==> src/rtl/req_rr_arbiter_pkg.sv <==
// Shared definitions for the round-robin request arbiter.
//   NDefault    : default number of request lines (encoder pairing needs 4)
//   arb_state_e : two-state handshake FSM encoding
//   ptr_width() : width of the round-robin pointer for a given line count
package req_rr_arbiter_pkg;

   localparam int unsigned NDefault = 4;

   typedef enum logic {
      StIdle  = 1'b0,
      StOffer = 1'b1
   } arb_state_e;

   // Pointer width is log2(n); clamp to 1 so a degenerate n never yields a zero-width vector.
   function automatic int unsigned ptr_width(input int unsigned n);
      return (n < 2) ? 1 : $clog2(n);
   endfunction

endpackage

==> src/rtl/req_rr_arbiter_if.sv <==
// Request/grant bundle between requesters, the arbiter and the downstream encoder stage.
//   req     : request levels, synchronous to clk (driven by master)
//   ovf_clr : clear all sticky overflow flags (driven by master)
//   ready   : consumer accepts current grant (driven by master)
//   grant   : registered one-hot grant, zero when valid=0 (driven by slave)
//   valid   : grant holds a request (driven by slave)
//   pending : captured, not-yet-granted events (driven by slave)
//   ovf     : sticky per-line lost-event flags (driven by slave)
interface req_rr_arbiter_if #(
   parameter int unsigned N = req_rr_arbiter_pkg::NDefault
);
   logic [N-1:0] req;
   logic         ovf_clr;
   logic         ready;
   logic [N-1:0] grant;
   logic         valid;
   logic [N-1:0] pending;
   logic [N-1:0] ovf;

   modport master (
      output req, ovf_clr, ready,
      input  grant, valid, pending, ovf
   );

   modport slave (
      input  req, ovf_clr, ready,
      output grant, valid, pending, ovf
   );
endinterface

==> src/rtl/req_rr_arbiter_rr_pick.sv <==
// Combinational round-robin selector.
//   pending_i : candidate lines
//   ptr_i     : highest-priority line; search runs ptr, ptr+1, ... wrapping mod N
//   pick_o    : one-hot selected line, zero when nothing is pending
//   any_o     : at least one line is pending
module req_rr_arbiter_rr_pick
   import req_rr_arbiter_pkg::*;
#(
   parameter int unsigned N    = NDefault,
   parameter int unsigned PtrW = ptr_width(N)
) (
   input  logic [N-1:0]    pending_i,
   input  logic [PtrW-1:0] ptr_i,
   output logic [N-1:0]    pick_o,
   output logic            any_o
);

   logic [PtrW-1:0] idx;
   logic            found;

   always_comb begin
      pick_o = '0;
      found  = 1'b0;
      idx    = '0;
      for (int unsigned k = 0; k < N; k++) begin
         // N is a power of two, so natural truncation of the sum is the modulo wrap.
         idx = ptr_i + PtrW'(k);
         if (!found && pending_i[idx]) begin
            pick_o[idx] = 1'b1;
            found       = 1'b1;
         end
      end
   end

   assign any_o = |pending_i;

endmodule

==> src/rtl/req_rr_arbiter.sv <==
// Edge-capturing round-robin arbiter with a registered one-hot valid/ready grant.
//   clk_i : rising-edge clock
//   rst_i : synchronous active-high reset
//   bus   : slave side of req_rr_arbiter_if (req/ovf_clr/ready in, grant/valid/pending/ovf out)
// Every output comes straight from a register; ready and req only reach next-state logic.
module req_rr_arbiter
   import req_rr_arbiter_pkg::*;
#(
   parameter int unsigned N = NDefault
) (
   input  logic                clk_i,
   input  logic                rst_i,
   req_rr_arbiter_if.slave     bus
);

   localparam int unsigned PtrW = ptr_width(N);

   arb_state_e      state_q, state_d;
   logic [N-1:0]    req_q;
   logic [N-1:0]    pending_q, pending_d;
   logic [N-1:0]    ovf_q, ovf_d;
   logic [N-1:0]    grant_q, grant_d;
   logic [PtrW-1:0] ptr_q, ptr_d;

   logic [N-1:0]    req_edge;
   logic [N-1:0]    pick;
   logic            any;
   logic            load;
   logic [N-1:0]    clr;

   // Only the registered pending vector is searched, so this cycle's edges wait a cycle.
   req_rr_arbiter_rr_pick #(
      .N    (N),
      .PtrW (PtrW)
   ) u_pick (
      .pending_i (pending_q),
      .ptr_i     (ptr_q),
      .pick_o    (pick),
      .any_o     (any)
   );

   assign req_edge = bus.req & ~req_q;
   assign clr      = load ? pick : '0;

   // Set beats clear on the same line; overflow only when the line stays pending.
   assign pending_d = (pending_q & ~clr) | req_edge;
   assign ovf_d     = (bus.ovf_clr ? '0 : ovf_q) | (req_edge & pending_q & ~clr);

   // State register and all other state.
   always_ff @(posedge clk_i) begin
      if (rst_i) begin
         state_q   <= StIdle;
         req_q     <= '0;
         pending_q <= '0;
         ovf_q     <= '0;
         grant_q   <= '0;
         ptr_q     <= '0;
      end else begin
         state_q   <= state_d;
         req_q     <= bus.req;
         pending_q <= pending_d;
         ovf_q     <= ovf_d;
         grant_q   <= grant_d;
         ptr_q     <= ptr_d;
      end
   end

   // Next-state logic.
   always_comb begin
      state_d = state_q;
      unique case (state_q)
         StIdle:  if (any) state_d = StOffer;
         StOffer: if (bus.ready && !any) state_d = StIdle;
      endcase
   end

   // Grant loading and pointer update; grant is held while offered and not accepted.
   always_comb begin
      load    = 1'b0;
      grant_d = grant_q;
      ptr_d   = ptr_q;
      unique case (state_q)
         StIdle: begin
            if (any) begin
               load    = 1'b1;
               grant_d = pick;
            end
         end
         StOffer: begin
            if (bus.ready) begin
               if (any) begin
                  load    = 1'b1;
                  grant_d = pick;
               end else begin
                  grant_d = '0;
               end
            end
         end
      endcase
      if (load) begin
         for (int unsigned i = 0; i < N; i++) begin
            if (pick[i]) ptr_d = PtrW'(i + 1);
         end
      end
   end

   assign bus.grant   = grant_q;
   assign bus.valid   = (state_q == StOffer);
   assign bus.pending = pending_q;
   assign bus.ovf     = ovf_q;

endmodule

==> src/flat_wrapper.sv <==
// flat-port wrapper written by rule: the top's interface ports become plain ports
module req_rr_arbiter_flat import req_rr_arbiter_pkg::*;
#(
   parameter int unsigned N = NDefault
)
  (clk_i, rst_i, bus_req, bus_ovf_clr, bus_ready, bus_grant, bus_valid, bus_pending, bus_ovf);
  req_rr_arbiter_if #(.N(N)) bus_i ();
  input  logic clk_i;
  input  logic rst_i;
  input wire logic [$bits(bus_i.req)-1:0] bus_req;
  input wire logic [$bits(bus_i.ovf_clr)-1:0] bus_ovf_clr;
  input wire logic [$bits(bus_i.ready)-1:0] bus_ready;
  output wire logic [$bits(bus_i.grant)-1:0] bus_grant;
  output wire logic [$bits(bus_i.valid)-1:0] bus_valid;
  output wire logic [$bits(bus_i.pending)-1:0] bus_pending;
  output wire logic [$bits(bus_i.ovf)-1:0] bus_ovf;
  assign bus_i.req = bus_req;
  assign bus_i.ovf_clr = bus_ovf_clr;
  assign bus_i.ready = bus_ready;
  assign bus_grant = bus_i.grant;
  assign bus_valid = bus_i.valid;
  assign bus_pending = bus_i.pending;
  assign bus_ovf = bus_i.ovf;
  req_rr_arbiter #(.N(N)) u_core (.clk_i(clk_i), .rst_i(rst_i), .bus(bus_i));
endmodule
==> config.mk <==
export PLATFORM = sky130hd
export DESIGN_NAME = req_rr_arbiter_flat
export DESIGN_NICKNAME = d
export VERILOG_FILES = /design/src/rtl/req_rr_arbiter_pkg.sv /design/src/rtl/req_rr_arbiter_if.sv /design/src/rtl/req_rr_arbiter_rr_pick.sv /design/src/rtl/req_rr_arbiter.sv /design/src/flat_wrapper.sv
export SDC_FILE = /design/constraint.sdc
export NUM_CORES = 1
export LEC_CHECK = 0
export CORE_MARGIN = 2
export CORE_UTILIZATION = 52
export CTS_CLUSTER_DIAMETER = 100
export DETAILED_ROUTE_END_ITERATION = 7
export PLACE_DENSITY = 0.78
export SLEW_MARGIN = 5
export SYNTH_ARGS = -nofsm -noshare
export SYNTH_HDL_FRONTEND = slang
export SYNTH_SLANG_ARGS = --single-unit
export TNS_END_PERCENT = 5
==> constraint.sdc <==
create_clock -name clk_i -period 3.03 [get_ports clk_i]
set_input_delay 0.7575 -clock clk_i [delete_from_list [all_inputs] [get_ports clk_i]]
set_output_delay 0.7575 -clock clk_i [all_outputs]
set_load 0.03 [all_outputs]
==> impl_metrics.env <==
export IMPL_fin_nets=168
export IMPL_ys_warn_count=0
export IMPL_synth_main_ff_cell="dfxtp_1"
export IMPL_drt_pass1_iter_count=4
export IMPL_syn2layout_area_growth_pct=18.03
export IMPL_grt_pass1_vias=959
export IMPL_crit_path_max_incr_delay_ps=590
export IMPL_numCtsBuffers=3
export IMPL_initial_core_util_pct=55.63
export IMPL_synth_compound_area_share_pct=22.16
export IMPL_drv_slew=0
export IMPL_synth_edff_count=0
export IMPL_wl_per_cell_um=15.12
export IMPL_finalHoldViolCount=0
export IMPL_track_usage_pct=22.59
export IMPL_hpwl_um=2103
export IMPL_hold_path_class="reg2reg"
export IMPL_ys_seq_elements=19
export IMPL_drt_iter0_drc=30
export IMPL_min_period_ps=2794
export IMPL_cts_max_level=1
export IMPL_port_buffers=20
export IMPL_critPathKind="reg2reg"
export IMPL_drive_gt1_share_pct=11.76
export IMPL_period_share_pct=92.23
export IMPL_yosysUniqueCellTypes=47
export IMPL_peakVddDrop_mv=0.5297
export IMPL_power_density_mw_per_mm2=732.2
export IMPL_cts_tree="yes"
export IMPL_postCtsSetupBuffers=0
export IMPL_r2r_start="u_core.ptr_q[1]"
export IMPL_synth_simple_area_share_pct=25.38
export IMPL_setup_tns_ps=0
export IMPL_cts_sinks=19
export IMPL_tightest_slew_ps=536.4
export IMPL_syn_inst=135
export IMPL_root_buffer="clkbuf_4"
export IMPL_power_leakage_uw=0.0005425
export IMPL_synth_most_common_cell="dfxtp_1"
export IMPL_skew_ps=0.9807
export IMPL_status="finished, final reports clean"
export IMPL_startpoint_type="flop"
export IMPL_synth_area_leaders="dfxtp_1 (31%), ha_1 (6.0%), mux4_2 (5.4%), nand2_1 (4.5%), nor2b_1 (4.5%)"
export IMPL_via_count=1055
export IMPL_synth_xor_area_share_pct=0
export IMPL_synth_fp_nets=149
export IMPL_die_h_um=52.88
export IMPL_cp_startpoint="u_core.ptr_q[1]"
export IMPL_postRouteAntennaNets=0
export IMPL_arrival_ps=2980
export IMPL_path_cells="inv_1 -> ha_1 -> mux4_2 -> nor2b_4 -> a22o_1 -> or3_4 -> a31oi_1 -> o211ai_1"
export IMPL_synth_top_family_by_area="simple AND/OR/NAND/NOR gates"
export IMPL_syn_area_mm2=0.001242
export IMPL_ios=21
export IMPL_slew_headroom_pct=63.93
export IMPL_post_cts_resized=0
export IMPL_post_drt_via_cell_ratio=5.829
export IMPL_chipWidth_um=52.88
export IMPL_clk_pin_slew_ps=100
export IMPL_muxShareOfSynthArea_pct=10.37
export IMPL_antenna_found_initial=0
export IMPL_crit_required_ps=3210
export IMPL_cp_max_fo=7
export IMPL_grt_max_degree=15
export IMPL_diodes=0
export IMPL_core_region_area_mm2=0.002233
export IMPL_grt_pass1_wl_um=4512
export IMPL_insertion_delay_ps=290
export IMPL_rsz0062_at_grt="no"
export IMPL_rows=17
export IMPL_seq_area_frac_synth_pct=30.61
export IMPL_endpoint_kind="flop"
export IMPL_clock_path_buffers=2
export IMPL_postCtsHoldBufs=0
export IMPL_grt_overflow_total=0
export IMPL_syn_area_per_cell_um2=9.203
export IMPL_gp_congestion=0.9084
export IMPL_route_detailed_drc=0
export IMPL_synth_adder_area_share_pct=6.042
export IMPL_synth_top_area_share_pct=30.61
export IMPL_async_reset_ff_share_pct=0
export IMPL_drt_total_wl_um=2736
export IMPL_p_total_uw=1074
export IMPL_yosysTopAreaCell="dfxtp_1"
export IMPL_fp_dieArea_mm2=0.002796
export IMPL_hp_start="u_core.bus.grant[3]"
export IMPL_maxCapViolCount=0
export IMPL_synthTopCellsByCount="dfxtp_1 (19), nand2_1 (15), a21oi_1 (11)"
export IMPL_slowest_stage="mux4_2"
export IMPL_setup_viol=0
export IMPL_max_freq_mhz=357.9
## metrics by stage
stage / hold WS, ps / instance area, um2 / util [%] / setup slack (ps) / instances
global route: 488.9 / 1466 / 65.66 / 48.11 / 181
floorplan: 490.6 / 1242 / - / 388.0 / 135
CTS: 468.7 / 1466 / 65.66 / 280.6 / 181
finish: 470.1 / 1466 / 65.66 / 235.5 / 181
detailed placement: 452.9 / 1440 / 64.48 / 286.0 / 177
global placement: 443.2 / 1440 / 64.48 / 406.6 / 177
## sequential cells by signal, summed over array words and instances, names as in the netlist
register	flops
u_core.ptr_q	2
u_core.bus.valid	1
u_core.req_q	4
u_core.bus.ovf	4
u_core.bus.grant	4
u_core.bus.pending	4
## cell usage in the layout (no fill, tap or decap), types with 3 or more instances in the layout
| master | synthesis | layout |
|---|---|---|
| a21oi_1 | 11 | 11 |
| ha_1 | 6 | 6 |
| nor2_1 | 5 | 5 |
| nand2b_1 | 6 | 6 |
| nand2_1 | 15 | 15 |
| nor3_1 | 3 | 3 |
| inv_1 | 4 | 4 |
| nor2b_1 | 9 | 9 |
| dfxtp_1 | 19 | 19 |
| mux4_2 | 3 | 3 |
| o21ai_1 | 3 | 3 |
| clkbuf_4 | 0 | 3 |
| o31ai_1 | 4 | 4 |
| clkdlybuf4s50_1 | 0 | 20 |
## where the power goes
group	total [uW]	internal [uW]	leakage, uW	switching [uW]
Clock	126	51.3	0.0000150	74.3
Combinational	620	281	0.000371	339
Sequential	328	286	0.000157	41.6
## cell families after synthesis
kind of cell / after synthesis
AND/OR/NAND/NOR: 55
AO/OA/AOI/OAI: 36
flip-flops: 19
buffers and inverters: 12
multiplexers: 7
adder cells (fa/ha/maj): 6
## worst paths after layout
path / end / slack (ps) / depth (start not counted)
min reg2reg: u_core.bus.grant[3] / 470 / 2
max reg2reg: u_core.ptr_q[0] / 240 / 8
max: u_core.ptr_q[0] / 240 / 8
min: u_core.bus.grant[3] / 470 / 2
## critical path: cells and delay by family (launching register included)
| kind | cells | cell delay [ps] |
|---|---|---|
| buf+inv | 1 | 160 |
| simple gates | 2 | 540 |
| compound gates | 3 | 470 |
| mux | 1 | 590 |
| fa+ha+maj | 1 | 470 |
| flops | 1 | 440 |
## metal layers
| metal | wire [um] | global-route usage, % |
|---|---|---|
| met5 | 0 | 0 |
| met3 | 147 | 5.932 |
| met4 | 9 | 3.846 |
| met2 | 1233 | 36.46 |
| met1 | 1346 | 30.73 |
## layout make-up
type | count | area [um2]
multi-input combinational | 104 | 794.5
fill | 201 | 767.0
sequential | 19 | 380.4
timing repair buffer | 22 | 215.2
tap | 28 | 35.03
clock buffer | 4 | 26.28
inverter | 4 | 15.01
(Power assumes the default switching activity.)
